--- config.mk ---
export PLATFORM = sky130hd
export DESIGN_NAME = uart_tx_frame
export DESIGN_NICKNAME = d
export VERILOG_FILES = /design/src/rtl/uart_defs.sv /design/src/rtl/uart_word_shifter.sv /design/src/rtl/uart_tx_frame.sv
export SDC_FILE = /design/constraint.sdc
export NUM_CORES = 1
export LEC_CHECK = 0
export ABC_AREA = 1
export ABC_CLOCK_PERIOD_IN_PS = 4600
export CAP_MARGIN = 20
export CORE_UTILIZATION = 59
export CTS_CLUSTER_SIZE = 40
export DETAILED_ROUTE_END_ITERATION = 8
export PLACE_DENSITY = 0.94
export SLEW_MARGIN = 20
export SYNTH_ARGS = -nofsm -noshare
export SYNTH_HDL_FRONTEND = slang
export SYNTH_HIERARCHICAL = 1
export SYNTH_SLANG_ARGS = --single-unit
--- constraint.sdc ---
create_clock -name clk_19k2 -period 4.6 [get_ports clk_19k2]
set_input_delay 0.46 -clock clk_19k2 [delete_from_list [all_inputs] [get_ports clk_19k2]]
set_output_delay 0.46 -clock clk_19k2 [all_outputs]
set_load 0.005 [all_outputs]
--- src/rtl/uart_defs.sv ---
// Shared definitions for the multi-word UART transmitter: FSM state encoding,
// parity modes and the number of line cycles one word occupies.
package uart_defs;

   typedef enum logic [2:0] {
      IDLE  = 3'd0,
      START = 3'd1,
      DATA  = 3'd2,
      PAR   = 3'd3,
      STOP  = 3'd4,
      FIN   = 3'd5
   } state_e;

   localparam int PARITY_NONE = 0;
   localparam int PARITY_ODD  = 1;
   localparam int PARITY_EVEN = 2;

   function automatic int word_cycles(input int data_bits, input int parity, input int stop_bits);
      return 1 + data_bits + ((parity != PARITY_NONE) ? 1 : 0) + stop_bits;
   endfunction

endpackage

--- src/rtl/uart_word_shifter.sv ---
// Holds one data word and presents it bit by bit, MSB- or LSB-first, together
// with the parity bit of the loaded word.
module uart_word_shifter
   import uart_defs::*;
#(
   parameter int DATA_BITS = 8,
   parameter int PARITY    = PARITY_NONE,
   parameter int MSB_FIRST = 1
) (
   input  logic                 clk_19k2,
   input  logic                 rst,
   input  logic                 load,
   input  logic                 shift,
   input  logic [DATA_BITS-1:0] load_word,
   output logic                 head_bit,
   output logic                 parity_bit
);

   logic [DATA_BITS-1:0] shreg_q, shreg_d;

   always_ff @(posedge clk_19k2 or posedge rst) begin
      if (rst) begin
         shreg_q <= '0;
      end else begin
         shreg_q <= shreg_d;
      end
   end

   // Rotate rather than shift in zeros: the register always holds a permutation
   // of the loaded word, so its XOR stays equal to the word's parity.
   always_comb begin
      shreg_d = shreg_q;
      if (load) begin
         shreg_d = load_word;
      end else if (shift) begin
         if (MSB_FIRST != 0) begin
            shreg_d = {shreg_q[DATA_BITS-2:0], shreg_q[DATA_BITS-1]};
         end else begin
            shreg_d = {shreg_q[0], shreg_q[DATA_BITS-1:1]};
         end
      end
   end

   assign head_bit   = (MSB_FIRST != 0) ? shreg_q[DATA_BITS-1] : shreg_q[0];
   assign parity_bit = (PARITY == PARITY_EVEN) ? (^shreg_q) : (~^shreg_q);

endmodule

--- src/rtl/uart_tx_frame.sv ---
// Multi-word UART transmitter running at one line bit per clk_19k2 cycle.
// The whole frame is latched on the request edge and sent back to back.
module uart_tx_frame
   import uart_defs::*;
#(
   parameter int NUM_BYTES = 5,
   parameter int DATA_BITS = 8,
   parameter int PARITY    = PARITY_NONE,
   parameter int STOP_BITS = 1,
   parameter int MSB_FIRST = 1
) (
   input  logic                           clk_19k2,
   input  logic                           rst,
   input  logic                           send_req,
   input  logic [NUM_BYTES*DATA_BITS-1:0] frame_data,
   output logic                           busy,
   output logic                           done,
   output logic                           uart_out
);

   localparam int                BIT_W      = $clog2(DATA_BITS + 1);
   localparam int                BYTE_W     = $clog2(NUM_BYTES + 1);
   localparam int                WORD_SLOTS = 2 ** BYTE_W;
   localparam logic [BIT_W-1:0]  LAST_BIT   = BIT_W'(DATA_BITS);
   localparam logic [BYTE_W-1:0] LAST_BYTE  = BYTE_W'(NUM_BYTES - 1);
   localparam logic              LAST_STOP  = (STOP_BITS == 2);

   state_e                         state_q, state_d;
   logic                           req_q;
   logic [NUM_BYTES*DATA_BITS-1:0] frame_q, frame_d;
   logic [BIT_W-1:0]               bit_cnt_q, bit_cnt_d;
   logic [BYTE_W-1:0]              byte_cnt_q, byte_cnt_d;
   logic                           stop_cnt_q, stop_cnt_d;
   logic                           uart_out_q, uart_out_d;
   logic                           busy_q, busy_d;
   logic                           done_q, done_d;

   logic                 start_det, last_stop, more_words, last_data;
   logic                 sh_load, sh_shift, head_bit, parity_bit;
   logic [BYTE_W-1:0]    next_idx;
   logic [DATA_BITS-1:0] load_word;
   logic [DATA_BITS-1:0] word_slot [WORD_SLOTS];

   // Power-of-two slot table so byte_cnt can index it without width tricks.
   for (genvar gi = 0; gi < WORD_SLOTS; gi++) begin : g_word_slot
      if (gi < NUM_BYTES) begin : g_used
         assign word_slot[gi] = frame_q[gi*DATA_BITS +: DATA_BITS];
      end else begin : g_unused
         assign word_slot[gi] = '0;
      end
   end

   assign start_det  = (state_q == IDLE) && send_req && !req_q;
   assign last_data  = (state_q == DATA) && (bit_cnt_q == LAST_BIT);
   assign last_stop  = (state_q == STOP) && (stop_cnt_q == LAST_STOP);
   assign more_words = (byte_cnt_q != LAST_BYTE);
   assign next_idx   = byte_cnt_q + BYTE_W'(1);

   assign sh_load   = start_det || (last_stop && more_words);
   assign sh_shift  = (state_q == DATA) && !last_data;
   assign load_word = start_det ? frame_data[DATA_BITS-1:0] : word_slot[next_idx];

   uart_word_shifter #(
      .DATA_BITS (DATA_BITS),
      .PARITY    (PARITY),
      .MSB_FIRST (MSB_FIRST)
   ) u_shifter (
      .clk_19k2   (clk_19k2),
      .rst        (rst),
      .load       (sh_load),
      .shift      (sh_shift),
      .load_word  (load_word),
      .head_bit   (head_bit),
      .parity_bit (parity_bit)
   );

   always_ff @(posedge clk_19k2 or posedge rst) begin
      if (rst) begin
         state_q    <= IDLE;
         req_q      <= 1'b1;
         frame_q    <= '0;
         bit_cnt_q  <= '0;
         byte_cnt_q <= '0;
         stop_cnt_q <= 1'b0;
         uart_out_q <= 1'b1;
         busy_q     <= 1'b0;
         done_q     <= 1'b0;
      end else begin
         state_q    <= state_d;
         req_q      <= send_req;
         frame_q    <= frame_d;
         bit_cnt_q  <= bit_cnt_d;
         byte_cnt_q <= byte_cnt_d;
         stop_cnt_q <= stop_cnt_d;
         uart_out_q <= uart_out_d;
         busy_q     <= busy_d;
         done_q     <= done_d;
      end
   end

   // START is never entered: the start bit is driven on the detect edge itself.
   always_comb begin
      state_d = state_q;
      case (state_q)
         IDLE: if (start_det) state_d = DATA;
         DATA: if (last_data) state_d = (PARITY != PARITY_NONE) ? PAR : STOP;
         PAR:  state_d = STOP;
         STOP: if (last_stop) state_d = more_words ? DATA : FIN;
         FIN:  state_d = IDLE;
         default: state_d = IDLE;
      endcase
   end

   always_comb begin
      frame_d    = frame_q;
      bit_cnt_d  = bit_cnt_q;
      byte_cnt_d = byte_cnt_q;
      stop_cnt_d = stop_cnt_q;
      uart_out_d = uart_out_q;
      busy_d     = busy_q;
      done_d     = 1'b0;
      case (state_q)
         IDLE: begin
            uart_out_d = 1'b1;
            if (start_det) begin
               frame_d    = frame_data;
               bit_cnt_d  = '0;
               byte_cnt_d = '0;
               uart_out_d = 1'b0;
               busy_d     = 1'b1;
            end
         end
         DATA: begin
            if (last_data) begin
               // First post-data bit: parity, or the first stop bit.
               bit_cnt_d  = '0;
               stop_cnt_d = 1'b0;
               uart_out_d = (PARITY != PARITY_NONE) ? parity_bit : 1'b1;
            end else begin
               bit_cnt_d  = bit_cnt_q + BIT_W'(1);
               uart_out_d = head_bit;
            end
         end
         PAR: begin
            stop_cnt_d = 1'b0;
            uart_out_d = 1'b1;
         end
         STOP: begin
            if (last_stop) begin
               stop_cnt_d = 1'b0;
               if (more_words) begin
                  byte_cnt_d = next_idx;
                  uart_out_d = 1'b0;
               end else begin
                  uart_out_d = 1'b1;
                  busy_d     = 1'b0;
               end
            end else begin
               stop_cnt_d = 1'b1;
               uart_out_d = 1'b1;
            end
         end
         FIN: begin
            uart_out_d = 1'b1;
            busy_d     = 1'b0;
            done_d     = 1'b1;
            byte_cnt_d = '0;
         end
         default: begin
            bit_cnt_d  = '0;
            byte_cnt_d = '0;
            stop_cnt_d = 1'b0;
            uart_out_d = 1'b1;
            busy_d     = 1'b0;
         end
      endcase
   end

   assign uart_out = uart_out_q;
   assign busy     = busy_q;
   assign done     = done_q;

endmodule

### After elaboration in Yosys (flattened, before gate mapping)

Cells that the tools add are included.
Widths: inputs -> output; s select.

| cells by class | value |
|---|---|
| order comparisons | 1 |
| reduce and logical (&&, ||, !) cells | 20 |
| $add $sub $neg | 2 |
| mux-type cells | 31 |
| divide/modulo/power cells | 0 |
| multipliers | 0 |
| bitwise logic cells | 5 |
| shift-type cells | 0 |
| equal/unequal tests | 11 |

Operators with widths:

| cell | number |
|---|---|
| $mux 8 | 5 |
| $bmux 8 s3 | 1 |
| $mux 3 | 7 |
| $pmux 3 s4 | 1 |
| $pmux 4 s3 | 1 |
| $mux 1 | 10 |
| $ne 2x2->1 const B | 5 |
| $pmux 1 s3 | 3 |
| $pmux 3 s3 | 1 |
| $mux 4 | 2 |
| $reduce_and 4->1 | 2 |
| $eq 3x2->1 const B | 2 |
| $eq 3x3->1 const B | 2 |
| $logic_and 1x1->1 | 6 |
| $reduce_and 2->1 | 3 |
| $add 4x1->4 const B | 1 |
| $eq 4x4->1 const B | 1 |
| $ge 4x4->1 const B | 1 |
| $not 1->1 | 4 |
| $not 3->4 | 1 |
| $reduce_or 2->1 | 2 |
| $add 3x1->3 const B | 1 |
| $logic_not 3->1 | 1 |
| $ne 3x3->1 const B | 1 |
| other kinds (5) | 6 |

| storage, ports and cells | value |
|---|---|
| input port bits | 43 |
| word-level logic and storage cells | 80 |
| bits in registers | 63 |
| bits in latches | 0 |
| output and inout port bits | 3 |
| bits in read-only memories | 0 |
| bits in writable memories | 0 |
| memories | 0 |

### Depth between registers and ports, before layout

| logic depth | value |
|---|---|
| depth after elaboration | 7 |
| mapped depth | 14 |
| gate-level depth less buffers | 11 |

### Modules after synthesis

Netlist, hierarchy kept.

By module, submodules not included:

| module | instances | area each (µm²) | cells each | seq. area each (µm²) |
|---|---|---|---|---|
| uart_tx_frame | 1 | 2752.6 | 359 | 1378.8 |
| uart_word_shifter | 1 | 486.7 | 73 | 200.2 |

### Worst setup path after synthesis

No wires, ideal clock.

| timing path | value |
|---|---|
| path type | reg-to-reg |
| start | reg byte_cnt_q[0] |
| end | reg u_shifter.shreg_q[1] |
| stages on the path, launching flop included | 14 |
| clock period less this slack | 1.860 ns |
| data arrival time | 1.735 ns |
| path buffers | 3 |
| required time | 4.475 ns |
| library setup time | 0.125 ns |
| path slack | 2.740 ns |
| path through | dfrtp_1 -> buf_2 -> inv_1 -> buf_2 -> ha_1 -> nand2_1 -> nand3_1 -> nor2_1 -> inv_1 -> nand2_1 -> inv_2 -> buf_6 -> o21ai_0 -> o21ai_1 |

| between the ends | value |
|---|---|
| elaborated cells on any way between the ends | 11 |
| those cells by class | add/sub (1); eq/ne (1); mux (5); bitwise (1); reduce/logical (3) |

RTL lines:

| what | line | text |
|---|---|---|
| from (decl) | uart_tx_frame.sv:32 | `logic [BYTE_W-1:0] byte_cnt_q, byte_cnt_d;` |
| from (signal assigned) | uart_tx_frame.sv:93 | `byte_cnt_q <= byte_cnt_d;` |
| $ne 3x3->1 * | uart_tx_frame.sv:56 | `assign more_words = (byte_cnt_q != LAST_BYTE);` |
| $logic_and 1x1->1 * | uart_tx_frame.sv:59 | `assign sh_load = start_det \|\| (last_stop && more_words);` |
| $logic_or 1x1->1 * | uart_tx_frame.sv:59 |  |
| named net sh_load | uart_tx_frame.sv:39 | `logic sh_load, sh_shift, head_bit, parity_bit;` |
| $mux 8 or $reduce_bool 2->1 (tied branches) | -- |  |
| to (signal assigned) | uart_word_shifter.sv:25 | `shreg_q <= shreg_d;` |
| to (decl) | uart_word_shifter.sv:19 | `logic [DATA_BITS-1:0] shreg_q, shreg_d;` |

The timed path passes the listed nets; every way through them passes the cells marked *. The select of a mux whose other input is x is not followed.
A chain may end at the register's enable or synchronous reset.

### Worst setup path in the final report

| timing path | value |
|---|---|
| start | reg byte_cnt_q[0] |
| end | reg u_shifter.shreg_q[2] |

| between the ends | value |
|---|---|
| cells in the longest elaborated chain, start to end | 7 |
| elaborated cells on any way between the ends | 11 |
| those cells by class | add/sub (1); eq/ne (1); mux (5); bitwise (1); reduce/logical (3) |

Ends and longest elaborated chain:

| what | line | text |
|---|---|---|
| $add 3x1->3 | uart_tx_frame.sv:57 | `assign next_idx = byte_cnt_q + BYTE_W'(1);` |
| $not 3->4 (implied by the code) | uart_tx_frame.sv:61 | `assign load_word = start_det ? frame_data[DATA_BITS-1:0] : word_slot[next_idx];` |
| $bmux 8 s3 | uart_tx_frame.sv:61 |  |
| $mux 8 (implied by the code) (2 in series) | uart_tx_frame.sv:61 |  |
| $mux 8 | uart_tx_frame.sv:61 |  |
| named net load_word[2] | uart_tx_frame.sv:41 | `logic [DATA_BITS-1:0] load_word;` |
| $mux 8 | uart_word_shifter.sv:33 | `if (load) begin` |

The timed path passes the listed nets, and every way through them passes these cells. The select of a mux whose other input is x is not followed.

==> out/metrics.cfg <==
[final_layout]
seq_area_um2 = 1580
ratio_of_cells_with_drive_above_1_in_the_final_layout_pct = 7.10
final_net_count = 493
fillerInstances = 417
mostFrequentLayoutCells = 177 x sky130_fd_sc_hd__nand2_1, 61 x sky130_fd_sc_hd__dfrtp_1, 45 x sky130_fd_sc_hd__clkdlybuf4s50_1
multiInputGateArea_um2 = 1320
n_antenna_cell = 0
layout-area-overhead-vs-synth_pct = 18.9
most_frequent_standard_cell_in_the_layout_excluding_fill_and_tap_cells = sky130_fd_sc_hd__nand2_1

[critical_path]
path_cells = inv_1, ha_1, inv_1, nand2_1, nor2_2, nand2_1, nand2_1, nand2_1, nand2_1, o21ai_0, o21ai_1
cp-end-kind = register
setup.worst_path.class = reg2reg
cpMaxStageDelayCell = sky130_fd_sc_hd__dfrtp_1
timing.critical_path.slowest_cell_delay_ns = 0.80
sort_of_element_at_the_start_of_the_critical_path = register
timing.critical_path.fanout_max = 26
critical_path.most_common_cell = sky130_fd_sc_hd__nand2_1
arrival_ns = 3.12
required_ns = 4.85

[route]
vias_per_cell = 5.36
post-route-drc-count = 0
firstDrtPassIters = 5
met3WireLength_um = 347
drt_iter0_markers = 169
topRoutingLayerUsed = met4
vias = 2795
wire_per_inst_um = 13.1
detail_route.wirelength.met1_mm = 2.90
routed_wl_mm = 6.81
route.antenna.remaining_nets = 0
met2RoutedLength_mm = 3.36

[timing]
unrepaired_setup_endpoints_after_global_routing = false
slew_headroom_pct = 38.5
totalNegativeSetupSlack_ns = 0
worstMarginPinSlew_ns = 0.922
finalCriticalPeriod_ns = 2.86
layout_worst_path_cycle_share_pct = 62.3
setup_viol = 0
fmaxAchievable_mhz = 349
final.setup.worst_slack_ns = 1.74
skew_ns = 0.0129
timing.final.max_slew_violations = 0
hold_viol_final = 0

[grt]
number_of_global_route_vias_before_repair = 2724
global_route_overflow = 0
initial_antenna_violation_count = 0
grt_pass1_wl_mm = 11.5
grt_use_total_pct = 27.4
grt_start_max_net_pins = 56

[clock_network]
master_cell_of_the_clock_root_buffer = sky130_fd_sc_hd__clkbuf_8
holdBufCountCts = 0
cts_resized = 0
tritoncts = done
insertion_delay_of_the_later_clocked_pin_in_the_worst_skew_pair_ns = 0.34
numCtsBuffers = 9
post-cts-setup-buffer-count = 0
cts.path.max_buffers = 2
clk_pin_slew_ns = 0.07
tritoncts_num_sinks = 63
cts_h_tree_depth = 3

[run_status]
outcome = finished, final reports clean

[synth]
postSynthCellCount = 404
mean_post_synth_cell_area_um2 = 7.75
synthesis.nets = 451
total_standard_cell_area_after_synthesis_um2 = 3130
count_of_synthesis_stage_warnings_from_yosys = 6

[floorplanning]
dieWidth_um = 74.8
io_pins = 46
floorplan.die.height_um = 74.8
core_region_area_um2 = 5110
row_count = 26
initial_utilization_pct = 61.3
fp.dieArea_um2 = 5600

[placement]
io_buffer_count = 45
place_congestion = 0.892
post-place-ws_ns = 1.82
hpwl_mm = 4.76

[power_and_ir_drop]
leakage_power_nw = 1.91
power.ir.vdd_worst_v = 0.000273
cellPowerDensity_nw_per_um2 = 608

[job]
drv_cap = 0

[worst_hold_path]
hold_path.class = in2async

-- area by class of cell --
class | count | area share, %
clock inverter | 2 | 0.269
sequential | 63 | 42.4
clock buffer | 14 | 3.83
multi-input combinational | 293 | 35.5
timing repair buffer | 45 | 12.1
tap | 70 | 2.35
inverter | 34 | 3.46
-- sequential cells by signal, indices dropped and copies added, names as in the netlist --
signal and flops:
stop_cnt_q 1, state_q 3, uart_out 1, req_q 1, u_shifter/shreg_q 8, frame_q 40, done 1, busy 1
byte_cnt_q 3, bit_cnt_q 4
-- critical path: cells and delay by family (launching register included) --
| kind | cells | cell delay [ns] |
|---|---|---|
| flip-flops | 1 | 0.80 |
| AND/OR/NAND/NOR | 6 | 0.70 |
| buffers and inverters | 2 | 0.57 |
| adder cells (fa/ha/maj) | 1 | 0.56 |
| AO/OA/AOI/OAI | 2 | 0.16 |
-- where the power goes --
group / internal (W) / switching, W
Clock: 0.000195 / 0.000202
Sequential: 0.000799 / 0.000166
Combinational: 0.000334 / 0.000568
Total: 0.00133 / 0.000936
-- per-stage QoR --
stage / cell area, µm² / hold slack (ns) / utilization (%) / instances / power (W)
2_1_floorplan: 3130 / 0.276 / - / 404 / 0.00163
3_3_place_gp: 3570 / 0.458 / 69.8 / 505 / 0.00181
3_5_place_dp: 3570 / 0.460 / 69.8 / 505 / 0.00185
4_1_cts: 3720 / 0.431 / 72.8 / 521 / 0.00225
5_1_grt: 3720 / 0.475 / 72.9 / 521 / 0.00245
6_report: 3720 / 0.419 / 72.9 / 521 / 0.00226
-- routing by layer --
layer | vias to the layer above | global-route usage [%]
li1 | 1349 | -
met1 | 1315 | 32.4
met2 | 108 | 47.9
met3 | 23 | 5.22
met4 | 0 | 13.8
met5 | - | 0
-- worst paths after layout --
path                                      startpoint                          endpoint  slack (ns)  depth (start not counted)
min in group clk_19k2        frame_q[28]$_DFFE_PP0P_           frame_q[28]$_DFFE_PP0P_        0.47                          2
max                        byte_cnt_q[0]$_DFFE_PP0P_  u_shifter/shreg_q[2]$_DFFE_PP0P_        1.74                         11
max reg2reg                byte_cnt_q[0]$_DFFE_PP0P_  u_shifter/shreg_q[2]$_DFFE_PP0P_        1.74                         11
min reg2reg                  frame_q[28]$_DFFE_PP0P_           frame_q[28]$_DFFE_PP0P_        0.47                          2
max in group asynchronous                        rst            frame_q[2]$_DFFE_PP0P_        3.40                          2
min                                              rst  u_shifter/shreg_q[5]$_DFFE_PP0P_        0.42                          2
Note: power is estimated with default switching activity, not from simulation.
